### src/rtl/tile_cfg_pkg.sv
// Shared constants for the tile configuration bus: address field layout,
// module flags decoded by the tile address matchers, and loader states.
package tile_cfg_pkg;

    localparam int MOD_ID_LSB  = 16;
    localparam int MOD_ID_MSB  = 31;
    localparam int TILE_ID_LSB = 0;
    localparam int TILE_ID_MSB = 15;

    localparam logic [15:0] FLAG_CLB = 16'd4;
    localparam logic [15:0] FLAG_CB1 = 16'd5;
    localparam logic [15:0] FLAG_CB0 = 16'd6;
    localparam logic [15:0] FLAG_SB  = 16'd7;

    localparam int unsigned IDLE_MOD_ID_DEFAULT = 0;

    typedef enum logic [2:0] {
        S_IDLE,
        S_HDR,
        S_ADDR,
        S_DATA,
        S_WRITE,
        S_DONE
    } loader_state_t;

endpackage

### src/rtl/cfg_hold_timer.sv
// 4-bit down-counter that times how long one config write stays on the bus.
module cfg_hold_timer (
    input  logic       clk,
    input  logic       reset,
    input  logic       load,
    input  logic [3:0] load_value,
    input  logic       dec,
    output logic       zero
);

    logic [3:0] count;

    always_ff @(posedge clk or negedge reset) begin
        if (!reset) begin
            count <= 4'd0;
        end else if (load) begin
            count <= load_value;
        end else if (dec) begin
            count <= count - 4'd1;
        end
    end

    assign zero = (count == 4'd0);

endmodule

### src/rtl/tile_config_loader.sv
// Parses a bitstream (entry-count header, then address/data pairs) and drives
// the shared tile config bus, parking it on a null address between writes.
module tile_config_loader
    import tile_cfg_pkg::*;
#(
    parameter int unsigned WRITE_CYCLES = 1,
    parameter int unsigned IDLE_MOD_ID  = IDLE_MOD_ID_DEFAULT,
    parameter int unsigned COUNT_W      = 16
) (
    input  logic               clk,
    input  logic               reset,
    input  logic               start,
    input  logic               bs_valid,
    input  logic [31:0]        bs_data,
    output logic               bs_ready,
    output logic [31:0]        config_addr,
    output logic [31:0]        config_data,
    output logic               busy,
    output logic               done,
    output logic               err,
    output logic [COUNT_W-1:0] entries_written,
    output loader_state_t      dbg_state
);

    // Bitstream handshake: a word moves when bs_valid && bs_ready at a rising
    // edge; bs_ready is high only in HDR/ADDR/DATA, bs_data must hold while stalled.

    localparam logic [15:0]        IDLE_FLAG = 16'(IDLE_MOD_ID);
    localparam logic [31:0]        IDLE_ADDR = {IDLE_FLAG, 16'h0000};
    localparam logic [3:0]         HOLD_LOAD = 4'(WRITE_CYCLES - 1);
    localparam logic [COUNT_W-1:0] ONE       = COUNT_W'(1);
    localparam logic [COUNT_W-1:0] EW_MAX    = '1;

    loader_state_t      state_q, state_d;
    logic [COUNT_W-1:0] remaining;
    logic [31:0]        addr_q;
    logic               xfer, illegal, last_entry;
    logic               hold_load, hold_dec, hold_zero;

    assign xfer       = bs_valid && bs_ready;
    assign illegal    = (addr_q[MOD_ID_MSB:MOD_ID_LSB] == IDLE_FLAG);
    assign last_entry = (remaining == ONE);
    assign bs_ready   = (state_q == S_HDR) || (state_q == S_ADDR) || (state_q == S_DATA);
    assign busy       = (state_q != S_IDLE);
    assign dbg_state  = state_q;

    cfg_hold_timer u_hold (
        .clk        (clk),
        .reset      (reset),
        .load       (hold_load),
        .load_value (HOLD_LOAD),
        .dec        (hold_dec),
        .zero       (hold_zero)
    );

    always_ff @(posedge clk or negedge reset) begin
        if (!reset) state_q <= S_IDLE;
        else        state_q <= state_d;
    end

    always_comb begin
        state_d   = state_q;
        hold_load = 1'b0;
        hold_dec  = 1'b0;
        case (state_q)
            S_IDLE:  if (start) state_d = S_HDR;
            S_HDR:   if (xfer) state_d = (bs_data[COUNT_W-1:0] == '0) ? S_DONE : S_ADDR;
            S_ADDR:  if (xfer) state_d = S_DATA;
            S_DATA: begin
                if (xfer) begin
                    if (illegal) begin
                        state_d = last_entry ? S_DONE : S_ADDR;
                    end else begin
                        hold_load = 1'b1;
                        state_d   = S_WRITE;
                    end
                end
            end
            S_WRITE: begin
                if (hold_zero) state_d = last_entry ? S_DONE : S_ADDR;
                else           hold_dec = 1'b1;
            end
            S_DONE:  state_d = S_IDLE;
            default: state_d = S_IDLE;
        endcase
    end

    // The bus is driven straight from registers so reset parks it asynchronously.
    always_ff @(posedge clk or negedge reset) begin
        if (!reset) begin
            config_addr     <= IDLE_ADDR;
            config_data     <= '0;
            done            <= 1'b0;
            err             <= 1'b0;
            entries_written <= '0;
            remaining       <= '0;
            addr_q          <= '0;
        end else begin
            done <= (state_d == S_DONE);
            case (state_q)
                S_IDLE: begin
                    if (start) begin
                        err             <= 1'b0;
                        entries_written <= '0;
                    end
                end
                S_HDR:  if (xfer) remaining <= bs_data[COUNT_W-1:0];
                S_ADDR: if (xfer) addr_q <= bs_data;
                S_DATA: begin
                    if (xfer) begin
                        if (illegal) begin
                            err       <= 1'b1;
                            remaining <= remaining - ONE;
                        end else begin
                            config_addr <= addr_q;
                            config_data <= bs_data;
                        end
                    end
                end
                S_WRITE: begin
                    if (hold_zero) begin
                        config_addr <= IDLE_ADDR;
                        config_data <= '0;
                        remaining   <= remaining - ONE;
                        if (entries_written != EW_MAX) entries_written <= entries_written + ONE;
                    end
                end
                default: ;
            endcase
        end
    end

endmodule
### config.mk
export PLATFORM = sky130hd
export DESIGN_NAME = tile_config_loader
export DESIGN_NICKNAME = d
export VERILOG_FILES = /design/src/rtl/tile_cfg_pkg.sv /design/src/rtl/cfg_hold_timer.sv /design/src/rtl/tile_config_loader.sv
export SDC_FILE = /design/constraint.sdc
export NUM_CORES = 1
export LEC_CHECK = 0
export ABC_AREA = 1
export CORE_ASPECT_RATIO = 1.5
export CORE_MARGIN = 1
export CORE_UTILIZATION = 25
export DETAILED_ROUTE_END_ITERATION = 7
export PLACE_DENSITY_LB_ADDON = 0.05
export SLEW_MARGIN = 10
export SYNTH_ARGS = -nofsm -noshare
export SYNTH_HDL_FRONTEND = slang
export SYNTH_SLANG_ARGS = --single-unit
export TNS_END_PERCENT = 1
### constraint.sdc
create_clock -name clk -period 2.2 [get_ports clk]
set_input_delay 0.55 -clock clk [delete_from_list [all_inputs] [get_ports clk]]
set_output_delay 0.55 -clock clk [all_outputs]
set_load 0.01 [all_outputs]
# Word-level counts from Yosys, hierarchy flattened

Cells that the tools add are included.

Flip-flop bits (word level): 137
Input bits: 36
Output and inout bits: 87
Logic and storage cells: 80

Add/subtract/negate cells: 3
Equality and inequality tests: 14
Muxes and demuxes: 36
Reductions and logical operators: 18

Operators with widths:

| cell                                                | count |
|---|---|
| 2-to-1 mux 32 bit                                   | 5 |
| case mux 32 bit (2 select lines)                    | 2 |
| 2-to-1 mux 16 bit                                   | 7 |
| case mux 16 bit (3 select lines)                    | 1 |
| logical NOT 16 bit                                  | 2 |
| case mux 16 bit (2 select lines)                    | 1 |
| 2-to-1 mux 3 bit                                    | 8 |
| adder 16 x 1 -> 16 bit (second input constant)      | 1 |
| == test 16 x 1 -> 1 bit (second input constant)     | 1 |
| inequality test 16 bit (second input constant)      | 1 |
| subtractor 16 x 1 -> 16 bit (second input constant) | 1 |
| case mux 3 bit (5 select lines)                     | 1 |
| inequality test 2 bit (second input constant)       | 7 |
| AND reduction 4 bit                                 | 3 |
| 2-to-1 mux 1 bit                                    | 8 |
| 2-to-1 mux 4 bit                                    | 2 |
| nonzero test 2 bit                                  | 4 |
| == test 3 x 2 -> 1 bit (second input constant)      | 2 |
| == test 3 bit (second input constant)               | 2 |
| nonzero test 3 bit                                  | 2 |
| AND reduction 5 bit                                 | 1 |
| logical NOT 4 bit                                   | 1 |
| subtractor 4 x 1 -> 4 bit (second input constant)   | 1 |
| == test 3 x 1 -> 1 bit (second input constant)      | 1 |
| other kinds (5)                                     | 6 |

# Logic depth before layout (Yosys ltp)

Gate-level depths: netlist of run 1.

Word-level depth: 7
Mapped depth: 14
Gate-level depth less buffers: 14

# Hierarchy

A second synthesis of run 1 with hierarchy kept.

Cells, all modules: 792
Area total of the unflattened synthesis: 6759.0 um2

Modules (own cells, without submodules):

| module             | times used | cells an instance | area an instance (um2) | sequential area each (um2) |
|---|---|---|---|---|
| tile_config_loader | 1          | 759               | 6522.5                 | 3328.2 |
| cfg_hold_timer     | 1          | 33                | 236.5                  | 100.1 |

# Least setup slack after synthesis of run 1

No wires, ideal clock.

Path type: reg2reg
Start: reg u_hold.count[0]
End: reg config_addr[10]
Library setup time: 0.121 ns
Data arrival time: 1.542 ns
Data required time: 2.079 ns
Slack: 0.537 ns
Stages on the path, launching flop included: 10
Clock period less this slack: 1.663 ns
Cell sequence: dfrtp_1 > inv_1 > ha_1 > nand2_1 > nor2_2 > nor2_4 > nor3_4 > buf_6 > buf_4 > o21ai_1

Word-level cells in the longest chain between the ends: 3

Ends and longest elaborated chain:

| item                                   | line                      | RTL |
|---|---|---|
| start: declaration                     | cfg_hold_timer.sv:11      | `logic [3:0] count;` |
| start signal: assignment               | cfg_hold_timer.sv:17      | `count <= load_value;` |
| start signal: assignment               | cfg_hold_timer.sv:19      | `count <= count - 4'd1;` |
| logical NOT 4 bit                      | cfg_hold_timer.sv:23      | `assign zero = (count == 4'd0);` |
| inequality test 2 bit (no source line) | n/a                       |  |
| AND reduction 4 bit (no source line)   | n/a                       |  |
| end signal: assignment                 | tile_config_loader.sv:115 | `config_addr <= addr_q;` |
| end: declaration                       | tile_config_loader.sv:16  | `output logic [31:0] config_addr,` |

No other way between the ends.
A chain may end at the register's enable or synchronous reset.

# Worst setup path after layout of run 1

Start: reg state_q[0], in the netlist dbg_state[0]
End: out bs_ready

Word-level cells in the longest chain between the ends: 3
Elaborated cells on any way between the ends: 5
Classes of those cells: 3 x eq/ne; 2 x reduce/logical

Ends and longest elaborated chain:

| item                                                                    | line                     | RTL |
|---|---|---|
| start: declaration                                                      | tile_config_loader.sv:34 | `loader_state_t state_q, state_d;` |
| start signal: assignment                                                | tile_config_loader.sv:58 | `else state_q <= state_d;` |
| == test 3 x 1 -> 1 bit / == test 3 x 2 -> 1 bit (equally long branches) | tile_config_loader.sv:43 | `assign bs_ready = (state_q == S_HDR) \|\| (state_q == S_ADDR) \|\| (state_q == S_DATA);` |
| logical OR 1 bit                                                        | tile_config_loader.sv:43 |  |
| logical OR 1 bit *                                                      | tile_config_loader.sv:43 |  |
| end: declaration                                                        | tile_config_loader.sv:15 | `output logic bs_ready,` |

Every way passes the cells marked *; elsewhere a longest branch is shown, timed or not.

==> run metrics, run 1 <==
postcts setup bufs=0; max-cap violation count=0; Worst-Margin Slew=0.933 ns; Post-Synthesis Cells=810; TritonCTS buffer count=17; FILL cells=2,945; root buffer cell=clkbuf_16; GPL Wtd Cong=0.788; Async S/R FF share, synth=100%; Final period util=93.2%; Warnings, synthesis=0; Comb power frac=45.4%; EDFF count, synth=0; post-route ant nets=0; Core Util, Final=34.4%; Max Fclk=487 MHz; drt first-iter violations=248; leakage=4.31 nW; Initial Util=25.5%; largest net degree at the start of global routing=61; CP Capture Type=output pin; FP Rows=75; Die Ht=209 µm; # IOs=123; DRC Markers=0; DP Wirelength=14.6 mm; Die Span X=140 µm; Hold WS=0.0969 ns; Net Sw Frac=38.4%; status=completed; first-pass GRT wire length=33.2 mm; WL/cell=15.3 µm; TritonRoute pass-1 iters=4; critical path type=flip-flop to output pin; total negative setup slack=0 ns; GRT Resource Usage Total=14.8%; Relative slew margins=37.8%; area of the multi-input gates=2990 µm²; Final Slew Violations=0; Layout area overhead=35.2%; register area share after synthesis=48.0%; Die ar.=29,300 µm²; main flop type after synthesis=dfrtp_1; initial antenna violation count=0; P_int=8.48 mW; CTS tree=done; cts repair resizes=4; Worst setup SP type=flip-flop; Critical Path Fanout Max=5; Final Hold Fails=0; syn_area_per_cell=8.82 µm²; Num Clock Sinks=137; net switching power=5.30 mW; Netlist Area Pre-Place=7150 µm²; HP Class=input port to async pin; Final Skew=0.00746 ns; layout cell share with drive strength beyond 1=21.7%; CTS clock-pin slew for the worst setup and hold paths=0.06 ns; Final setup viols=0; unrepaired setup endpoints after global routing=no; Placeable Area=28,100 µm²; Final min period=2.05 ns; CTS H-tree depth=4; n_diodes=0; total congestion overflow=0; Bufs on Longest Clock Path=2; Final #Nets=1,006; Power per Cell Area=1430 nW/µm²; WP data required=1.65 ns; Clk network pwr share=23.1%; Reg area=3430 µm²; synthesized net count=851; hold buffers post-CTS=0; Port-buffer cells=122; vias=5,703; routed vias/inst=4.31; synth unique cells=37; maximum VDD drop=573 µV; drt total wl=20.2 mm; Sequential Power Share=31.5%; Synth Register Bits=137; WP data arrival=1.50 ns; later-pin clock latency in the skew report=0.42 ns; vias in the first global route=5,912
cell usage after synthesis, types with 2 or more instances:
master	instances	area share [%]
inv_1	106	5.6
mux2_2	21	3.3
xor2_1	18	2.2
a31oi_1	2	0.18
nand2_4	2	0.32
buf_12	3	0.84
nand3_2	42	5.9
buf_4	5	0.53
buf_6	8	1.3
nor2_1	86	4.5
inv_2	10	0.53
nand2_2	3	0.26
ha_1	5	0.88
or2_2	4	0.35
o21ai_0	50	3.5
o21ai_1	22	1.5
buf_2	12	0.84
nand3b_1	3	0.32
nand2_1	142	7.5
clkbuf_1	6	0.32
dfrtp_1	137	48
nand3_1	51	3.6
inv_4	2	0.18
nor3_1	8	0.56
xnor2_1	2	0.25
a21oi_1	10	0.70
o21ai_2	40	4.9
placed cells by master, fill, tap and decap left out, drive strengths merged, types with 2 or more instances in the layout:
master / synthesis / final
nand2: 147 / 147
dfrtp: 137 / 137
clkdlybuf4s50: 0 / 118
inv: 118 / 118
o21ai: 112 / 112
nand3: 93 / 93
nor2: 88 / 88
buf: 29 / 50
mux2: 21 / 21
clkbuf: 6 / 21
xor2: 18 / 18
a21oi: 10 / 10
nor3: 10 / 10
ha: 5 / 5
or2: 5 / 5
clkinv: 0 / 5
bufinv: 0 / 4
nand3b: 3 / 3
dlygate4sd2: 0 / 3
xnor2: 2 / 2
a31oi: 2 / 2
clkinvlp: 0 / 2
final timing paths:
kind,from,endpoint,slack (ns),cells after the start
max in group asynchronous,reset,dbg_state[2],1.52,2
worst min-delay path,reset,config_addr[3],0.1,1
worst min register to register,u_hold.count[1],u_hold.count[1],0.48,2
min in group clk,u_hold.count[1],u_hold.count[1],0.48,2
worst max register to register,u_hold.count[0],config_addr[16],0.28,10
worst max-delay path,dbg_state[0],bs_ready,0.15,5
per-layer routing:
metal,vias up,global-route usage (%),wire length [µm]
li1,2896,-,-
met1,2671,18.8,9200
met2,113,24.9,10100
met3,23,2.91,631
met4,0,5.49,353
met5,-,0,0
sequential cells by signal (all words and copies together) (netlist names):
signal,flops
config_data,32
done,1
err,1
addr_q,32
u_hold.count,4
entries_written,16
dbg_state,3
config_addr,32
remaining,16
per-stage QoR:
| stage | area (µm²) | cells | setup WS, ns | power [mW] |
|---|---|---|---|---|
| after floorplan | 7150 | 810 | 0.537 | 8.26 |
| after global placement | 9010 | 1292 | -0.00866 | 10.8 |
| after detailed placement | 9010 | 1292 | -0.0587 | 10.8 |
| after CTS | 9660 | 1324 | 0.106 | 14.1 |
| after global routing | 9660 | 1324 | 0.0224 | 14.9 |
| final | 9660 | 1324 | 0.149 | 13.8 |
kinds of logic (layout without fill, tap and decap cells):
family	count (synthesis)	after routing	share of synthesized area [%]
multiplexers	21	21	3.31
AND/OR/NAND/NOR	348	348	24.1
AO/OA/AOI/OAI	126	126	11.0
flip-flops	137	137	48.0
adder cells (fa/ha/maj)	5	5	0.876
XOR/XNOR	20	20	2.45
buffers and inverters	153	321	10.3
cell type report:
class	count	share of cell area, %
Clock inverter	11	1.74
Clock buffer	21	4.97
Inverter	118	4.64
Tap cell	346	4.48
Timing Repair Buffer	171	17.7
Multi-Input combinational cell	520	31.0
Sequential cell	137	35.5
power by group through the flow:
stage,registers [mW],clock network [mW],logic [mW]
floorplan,4.45,0,3.81
global placement,4.40,0,6.39
detailed placement,4.41,0,6.39
CTS,4.37,3.31,6.41
global route,4.48,3.40,7.02
finish,4.34,3.18,6.25
critical path, stage by stage, from the launching register on:
cell	delay, ns
dfrtp_1	0.37
inv_2	0.05
nand2_2	0.11
inv_2	0.08
nor2_1	0.17
dlygate4sd2_1	0.29
(Power assumes the default switching activity.)
==> inputs of run 2 (changes only) <==
--- a/config.mk
+++ b/config.mk
@@ -9,9 +9,10 @@
 export CORE_ASPECT_RATIO = 1.5
 export CORE_MARGIN = 1
 export CORE_UTILIZATION = 25
+export CTS_CLUSTER_SIZE = 8
 export DETAILED_ROUTE_END_ITERATION = 7
 export PLACE_DENSITY_LB_ADDON = 0.05
-export SLEW_MARGIN = 10
+export SLEW_MARGIN = 0
 export SYNTH_ARGS = -nofsm -noshare
 export SYNTH_HDL_FRONTEND = slang
 export SYNTH_SLANG_ARGS = --single-unit
==> constraint.sdc (replaced) <==
create_clock -name clk -period 1.8 [get_ports clk]
set_input_delay 0.45 -clock clk [delete_from_list [all_inputs] [get_ports clk]]
set_output_delay 0.45 -clock clk [all_outputs]
set_load 0.01 [all_outputs]
==> run 2 against run 1 <==
Net effect: the flow now finishes with violations (setup timing); register-to-register slack got worse by 0.24 ns; routed wire length rose by 7.1%; combinational power rose by 41%; total power rose by 29%; sequential power rose by 20%; non-clock buffer count rose by 53; core utilization rose by 2.4 points; largest power group unchanged.
==> run metrics, run 2 (same netlist as run 1, synthesis figures left out) <==
Hold WS=0.483 ns; CTS tree=done; max-cap violation count=0; Final min period=1.80 ns; Final Skew=0.0110 ns; Final Slew Violations=0; WP data required=1.35 ns; postcts setup bufs=0; DRC Markers=0; CTS clock-pin slew for the worst setup and hold paths=0.06 ns; met3 usage=3.19%; violated checks=setup timing; vias=6,011; later-pin clock latency in the skew report=0.44 ns; Final #Nets=1,059; Placeable Area=28,100 µm²; Power per Cell Area=1720 nW/µm²; WL/cell=15.7 µm; slowest stage delay, CP=0.45 ns; GRT Resource Usage Total=15.1%; leakage=5.08 nW; Hold Crit Depth=2; GRT met2 Usage=26.0%; Die Ht=209 µm; status=finished with violations; Die ar.=29,300 µm²; TritonCTS buffer count=17; biggest regs=addr_q: 32 flops, config_addr: 32 flops, config_data: 32 flops; total congestion overflow=0; Port-buffer cells=122; Layout area overhead=44.6%; FF-to-FF path depth=10; CP Capture Type=output pin; drt total wl=21.7 mm; FILL cells=2,924; n_diodes=0; Final Hold Fails=0; most common cell after layout, fill and taps aside=nand2_1; FP Rows=75; WP data arrival=1.35 ns; dpl cells=1,336; internal reg-to-reg setup slack=0.04 ns; initial antenna violation count=0; layout cell share with drive strength beyond 1=29.1%; delay-heaviest family, CP=flip-flops; largest net degree at the start of global routing=61; Worst-Margin Slew=0.463 ns; hold wc startpoint=addr_q[7]; Worst setup SP type=flip-flop; Critical Path Fanout Max=6; critical path type=flip-flop to output pin; Max Fclk=554 MHz; post-route ant nets=0; Final period util=100%; Relative slew margins=69.1%; unrepaired setup endpoints after global routing=yes; GRT met1 Usage=18.6%; crit path cell chain=buf_12 > nor2_2 > inv_2 > clkbuf_2; routed vias/inst=4.37; CP Buf/Inv Count=3; most frequent cells in the layout=139 x nand2_1, 132 x dfrtp_1, 103 x inv_1; Hold EP=addr_q[7]; reg-to-reg critical path endpoint=config_data[19]; Initial Util=25.5%; GPL Wtd Cong=0.759; TritonRoute pass-1 iters=5; Final setup viols=1; HP Class=flip-flop to flip-flop; Most Crowded Layer GR=met2; first-pass GRT wire length=33.7 mm; final std cells w/o fill=1,377; Num Clock Sinks=137; # IOs=123; Final WS setup=-0.00392 ns; vias in the first global route=6,080; root buffer cell=clkbuf_16; CP max stage cell=dfrtp_2; Bufs on Longest Clock Path=2; DP Wirelength=15.0 mm; Die Span X=140 µm; CTS H-tree depth=4; FF-to-FF Start=u_hold.count[0]; maximum VDD drop=999 µV; drt first-iter violations=229
==> run 2: stage by stage <==
stage | worst slack, ns | util [%] | power, mW | setup TNS, ns | area (µm²)
floorplan | 0.137 | - | 10.1 | 0 | 7150
global placement | -0.170 | 33.3 | 13.6 | -11.91 | 9340
detailed placement | -0.190 | 33.3 | 13.6 | -12.51 | 9340
CTS | -0.150 | 35.4 | 17.2 | -0.221 | 9940
global route | -0.0695 | 36.8 | 19.2 | -1.15 | 10300
finish | -0.00392 | 36.8 | 17.8 | -0.00392 | 10300
==> run 2: area by class of cell <==
| class | count | area (µm²) | area share (%) |
|---|---|---|---|
| Clock buffer | 17 | 425 | 4.12 |
| Tap cell | 346 | 433 | 4.19 |
| Inverter | 118 | 460 | 4.46 |
| Sequential cell | 137 | 3430 | 33.2 |
| Multi-Input combinational cell | 520 | 3130 | 30.3 |
| Timing Repair Buffer | 224 | 2250 | 21.7 |
| Clock inverter | 15 | 200 | 1.94 |
==> run 2: repair_timing <==
item                                    4_1_cts  5_1_grt
resized for setup                            80       69
hold endpoints to repair                     29        0
endpoints found under the setup margin      129      116
pin swaps                                     0        4
gates cloned                                  0        8
hold buffers                                  1        0
==> run 2: how the worst max path moves through the flow <==
stage                          from              end  slack [ns]  depth (start not counted)
global route           dbg_state[2]             busy       -0.07                          4
finish                 dbg_state[2]             busy      -0.004                          4
CTS                    dbg_state[2]             busy       -0.15                          4
global placement           bs_valid   config_addr[6]       -0.17                          9
detailed placement         bs_valid  config_addr[18]       -0.19                          9
floorplan           u_hold.count[0]  config_addr[10]        0.14                          9
==> run 2: report_power, final <==
group | switching [mW] | internal, mW | total, mW
logic | 4.67 | 4.15 | 8.82
registers | 0.835 | 4.37 | 5.21
clock network | 1.47 | 2.32 | 3.79
total | 6.97 | 10.8 | 17.8
==> run 2: worst min-delay path, stage by stage, from the launching register on <==
cell,delay [ns]
dfrtp_1,0.34
nand2_1,0.05
o21ai_0,0.05
==> run 2: per-layer routing <==
metal / up-vias / routed length, µm
met4: 0 / 241
met2: 106 / 11000
met5: - / 0
li1: 3006 / -
met3: 14 / 642
met1: 2885 / 9760
==> inputs of run 3 (changes only) <==
--- a/config.mk
+++ b/config.mk
@@ -9,9 +9,11 @@
 export CORE_ASPECT_RATIO = 1.5
 export CORE_MARGIN = 1
 export CORE_UTILIZATION = 25
+export CTS_BUF_LIST = sky130_fd_sc_hd__clkbuf_4 sky130_fd_sc_hd__clkbuf_8
 export CTS_CLUSTER_SIZE = 8
 export DETAILED_ROUTE_END_ITERATION = 7
 export PLACE_DENSITY_LB_ADDON = 0.05
+export RECOVER_POWER = 100
 export SLEW_MARGIN = 0
 export SYNTH_ARGS = -nofsm -noshare
 export SYNTH_HDL_FRONTEND = slang
==> run 3 against run 2 <==
Net effect: the run now ends clean; non-clock buffer count increased by 4; via count hardly changed; die area stayed put; setup slack better by 0.0066 ns; critical endpoint is now bs_ready.
==> run metrics, run 3 (same netlist as run 1, synthesis figures left out) <==
CP Capture Type=output pin; WP data required=1.35 ns; initial antenna violation count=0; worst slack at placement=-0.190 ns; Relative slew margins=30.8%; Final Hold Fails=0; Worst-Margin Slew=1.04 ns; biggest regs=addr_q: 32 flops, config_addr: 32 flops, config_data: 32 flops; Final #Nets=1,063; first-pass GRT wire length=33.6 mm; drt first-iter violations=193; Final period util=99.8%; Sequential Power Share=31.0%; most common cell after layout, fill and taps aside=nand2_1; TritonRoute pass-1 iters=4; Max Fclk=556 MHz; Num Clock Sinks=137; Die ar.=29,300 µm²; largest net degree at the start of global routing=61; Die Ht=209 µm; layout cell share with drive strength beyond 1=27.9%; Most Crowded Layer GR=met2; GRT met2 Usage=26.1%; HP Class=flip-flop to flip-flop; CTS tree=done; Final setup viols=0; final std cells w/o fill=1,381; Final Cell Area=10,000 µm²; Clk network pwr share=17.0%; GPL Wtd Cong=0.759; CTS H-tree depth=4; FP Rows=75; WP data arrival=1.35 ns; unrepaired setup endpoints after global routing=yes; P_int=9.93 mW; GRT met1 Usage=18.4%; dpl cells=1,336; Net Sw Frac=40.6%; Final Skew=0.0114 ns; placed inst area=9340 µm²; Comb power frac=52.0%; Layout area overhead=40.1%; critical path type=flip-flop to output pin; CTS clock-pin slew for the worst setup and hold paths=0.09 ns; vias=6,013; DP Wirelength=15.0 mm; GRT Resource Usage Total=15.0%; Port-buffer cells=122; Bufs on Longest Clock Path=2; Placeable Area=28,100 µm²; later-pin clock latency in the skew report=0.47 ns; max-cap violation count=0; leakage=4.77 nW; Final min period=1.80 ns; Critical Path Fanout Max=4; most frequent cells in the layout=140 x nand2_1, 133 x dfrtp_1, 104 x inv_1; met3 usage=3.14%; root buffer cell=clkbuf_8; # IOs=123; Worst setup SP type=flip-flop; post-route ant nets=0; total congestion overflow=0; Final WS setup=0.00271 ns; Final Slew Violations=0; drt total wl=21.6 mm; maximum VDD drop=794 µV; FILL cells=2,976; Initial Util=25.5%; Power per Cell Area=1670 nW/µm²; TritonCTS buffer count=17; n_diodes=0; status=completed; WL/cell=15.6 µm; vias in the first global route=6,084; Die Span X=140 µm; net switching power=6.80 mW; routed vias/inst=4.35; DRC Markers=0
[run 3: cell count changes in the layout (fill, tap and decap cells not counted), moves of 3 or more]
cell and change:
buf_4 -5, buf_6 +6, clkbuf_16 -17, clkbuf_2 +4
clkbuf_8 +17, dlygate4sd2_1 +20, dlymetal6s2s_1 -21, inv_4 +3
nand3_1 +5, nand3_2 -5, o21ai_0 +3, o21ai_1 +5
o21ai_2 -8
[run 3: what timing repair did]
item,CTS,global route
endpoints found under the hold margin,29,0
pin swaps,0,4
hold buffers,1,0
cloned,0,8
setup buffers,1,3
resized for setup,108,33
setup endpoints to repair,152,98
[run 3: metrics by stage]
stage / hold slack, ns / setup TNS (ns) / util (%) / power, mW
global route: 0.499 / -3.12 / 35.7 / 18.1
floorplan: 0.154 / 0 / - / 10.1
CTS: 0.453 / -0.176 / 34.6 / 16.1
finish: 0.486 / 0 / 35.7 / 16.7
detailed placement: 0.406 / -12.51 / 33.3 / 13.6
global placement: 0.402 / -11.91 / 33.3 / 13.6
[run 3: metal layers]
layer | vias to the layer above | wire length (µm)
met5 | - | 0
met4 | 0 | 245
met2 | 110 | 11000
met3 | 15 | 684
li1 | 3018 | -
met1 | 2870 | 9670
[run 3: worst paths after layout]
| check | from | endpoint | slack (ns) | depth (start not counted) |
|---|---|---|---|---|
| max | dbg_state[1] | bs_ready | 0.003 | 5 |
| max in group asynchronous | reset | remaining[1] | 0.18 | 3 |
| min in group asynchronous | reset | config_addr[28] | 0.70 | 2 |
| min | addr_q[7] | addr_q[7] | 0.49 | 2 |
| max reg2reg | u_hold.count[0] | config_data[19] | 0.03 | 10 |
| min reg2reg | addr_q[7] | addr_q[7] | 0.49 | 2 |
[run 3: final cells by class]
class                      count  area [µm²]  share of cell area [%]
multi-input combinational    520        3080                    30.8
sequential                   137        3430                    34.3
timing repair buffer         228        2170                    21.7
inverter                     118         455                    4.55
clock buffer                  17         234                    2.34
clock inverter                15         200                    2.00
tap                          346         433                    4.33
[run 3: power by group through the flow]
stage,clock network (mW),logic [mW],registers [mW]
floorplan,0,4.66,5.44
global placement,0,8.32,5.28
detailed placement,0,8.33,5.28
CTS,2.97,7.95,5.21
global route,3.09,9.64,5.35
finish,2.85,8.70,5.18
[run 3: critical path: stages, from the launching register on]
cell     delay [ns]
dfrtp_1        0.40
inv_2          0.10
nand2_4        0.09
inv_4          0.11
nor2_4         0.05
buf_2          0.13
==> variant, RTL diff (flow settings as in run 3) <==
The package constant `MOD_ID_LSB` goes from 16 to 17.
--- a/src/rtl/tile_cfg_pkg.sv
+++ b/src/rtl/tile_cfg_pkg.sv
@@ -2,7 +2,7 @@
 // module flags decoded by the tile address matchers, and loader states.
 package tile_cfg_pkg;
 
-    localparam int MOD_ID_LSB  = 16;
+    localparam int MOD_ID_LSB  = 17;
     localparam int MOD_ID_MSB  = 31;
     localparam int TILE_ID_LSB = 0;
     localparam int TILE_ID_MSB = 15;
Function: changed (Yosys sat finds a counterexample within 10 cycles, from zero or initial values and one cycle with reset low).
==> variant against run 3 <==
  * The flow now finishes with violations (negative setup slack)
  * Highest routed layer unchanged
  * Area after synthesis is 5.5% lower
  * Worst hold slack better by 5.4 ps
  * Wire length is 4.1% lower
  * Sequential share of layout area is 1.9 points higher
  * Sequential cell count stayed put
  * Total power is 12% lower
  * Cell area is 5.2% lower
  * Non-clock buffer count is 3 lower
  * Global-route usage is 1.1 points higher
  * Critical endpoint unchanged
  * Setup slack worse by 44 ps
  * Largest cell class unchanged
  * Combinational power is 22% lower
==> variant: results (changes against run 3) <==
* Outcome: finished, violations left
* Failing checks: negative setup slack
* Placed insts at 1333 (-0.22%)
* Vias in the first global route at 6198 (+1.9%)
* Critical-path maximum fanout at 2 (-2)
* Commonest cells in the netlist: dfrtp_1 (137), nand2_1 (126), inv_1 (119), nand3_1 (93), nor2_1 (80)
* Fill cell count at 2874 (-3.4%)
* Fin Setup TNS at -60.9 ps (-60.9 ps)
* Static leakage at 4.66 nW (-2.4%)
* Final setup vio count at 2 (+2)
* GPL Wtd Cong at 0.801 (+5.6%)
* Final HPWL DP at 14.9 mm (-1.2%)
* Final cell count without fillers at 1371 (-0.72%)
* Worst Tran Pin Value at 1050 ps (+12.8 ps)
* WL final at 20.7 mm (-4.1%)
* Setup Skew at 15.2 ps (+3.82 ps)
* Final WS setup at -41.0 ps (-43.7 ps)
* Pre-antenna DRT Iters at 4 (unchanged)
* First-pass GRT wire length at 33.6 mm (about the same)
* Dominant delay contributor by cell family on the critical path: buffers and inverters
* VDD IR max at 0.691 mV (-13%)
* Largest net degree at the start of global routing at 76 (+25%)
* Synth top area cells: dfrtp_1 (51%), nand2_1 (7.0%), nand3_1 (6.9%)
* Syn nets at 853 (+0.24%)
* # nets final at 1062 (-0.094%)
* Share of cells above drive strength 1 at 0.200 (-0.0790)
* Dpl ws at -272 ps (-82.2 ps)
* Synth cell types at 41 (+11%)
* Sequential area share after synthesis at 0.508 (+0.0278)
## variant: cell types whose count changed in the layout (fill, tap and decap cells not counted), sizes merged, moves of 3 or more
cell / change
a21oi: +11
buf: +6
clkbuf: -6
inv: +8
nand2: -12
o21ai: -3
or2: -3
## variant: metal layers
metal  track usage  part of all wire
met5             0                 0
met4        0.0488             0.012
met2         0.302              0.55
met1         0.178              0.41
met3        0.0331             0.031
## variant: layout make-up
| class | instances | share of cell area |
|---|---|---|
| multi-input combinational | 515 | 0.287 |
| inverter | 125 | 0.0500 |
| timing repair buffer | 225 | 0.213 |
| clock inverter | 14 | 0.0181 |
| clock buffer | 18 | 0.0261 |
| sequential | 137 | 0.362 |
| tap | 337 | 0.0444 |
## variant: through the flow
stage               utilization  instance area, µm²
detailed placement        0.345                9140
CTS                       0.358                9480
global route              0.358                9490
global placement          0.345                9140
finish                    0.358                9490
floorplan                     -                6750
## variant: worst paths after layout
path / cells after the start / end / slack [ps] / from
setup / recovery: 4 / bs_ready / -40 / dbg_state[2]$_DFF_PN0_
hold / removal: 2 / addr_q[6]$_DFFE_PN0P_ / 490 / addr_q[6]$_DFFE_PN0P_
setup reg to reg: 9 / remaining[3]$_DFFE_PN0P_ / 30 / dbg_state[0]$_DFF_PN0_
hold reg to reg: 2 / addr_q[6]$_DFFE_PN0P_ / 490 / addr_q[6]$_DFFE_PN0P_
max in group asynchronous: 3 / dbg_state[0]$_DFF_PN0_ / 180 / reset
min in group asynchronous: 2 / addr_q[3]$_DFFE_PN0P_ / 710 / reset
## variant: cells by family (layout without fill, tap and decap cells)
group | after synthesis | count (layout) | share of synthesized area
AND/OR/NAND/NOR | 336 | 336 | 0.221
buffers and inverters | 160 | 382 | 0.100
XOR/XNOR | 18 | 18 | 0.0233
AO/OA/AOI/OAI | 137 | 137 | 0.106
multiplexers | 19 | 19 | 0.0317
flip-flops | 137 | 137 | 0.508
adder cells (fa/ha/maj) | 5 | 5 | 0.00926
## variant: report_power, final
| part | leakage [nW] | switching [mW] | internal, mW |
|---|---|---|---|
| Combinational | 2.74 | 3.66 | 3.14 |
| Clock | 0.206 | 1.36 | 1.42 |
| Sequential | 1.72 | 0.815 | 4.37 |
| Total | 4.66 | 5.83 | 8.93 |
## variant: worst register-to-register path: cells and delay by family (launching register included)
family	cells	cell delay, ps
simple gates	4	550
buf+inv	2	280
flops	1	470
compound gates	3	340
## variant: timing repair
item | 4_1_cts | 5_1_grt
endpoints found under the hold margin | 33 | 0
hold buffers | 1 | 0
cloned | 0 | 1
endpoints found under the setup margin | 104 | 106
resized for setup | 106 | 26
pin swaps | 0 | 4
buffers inserted | 2 | 2
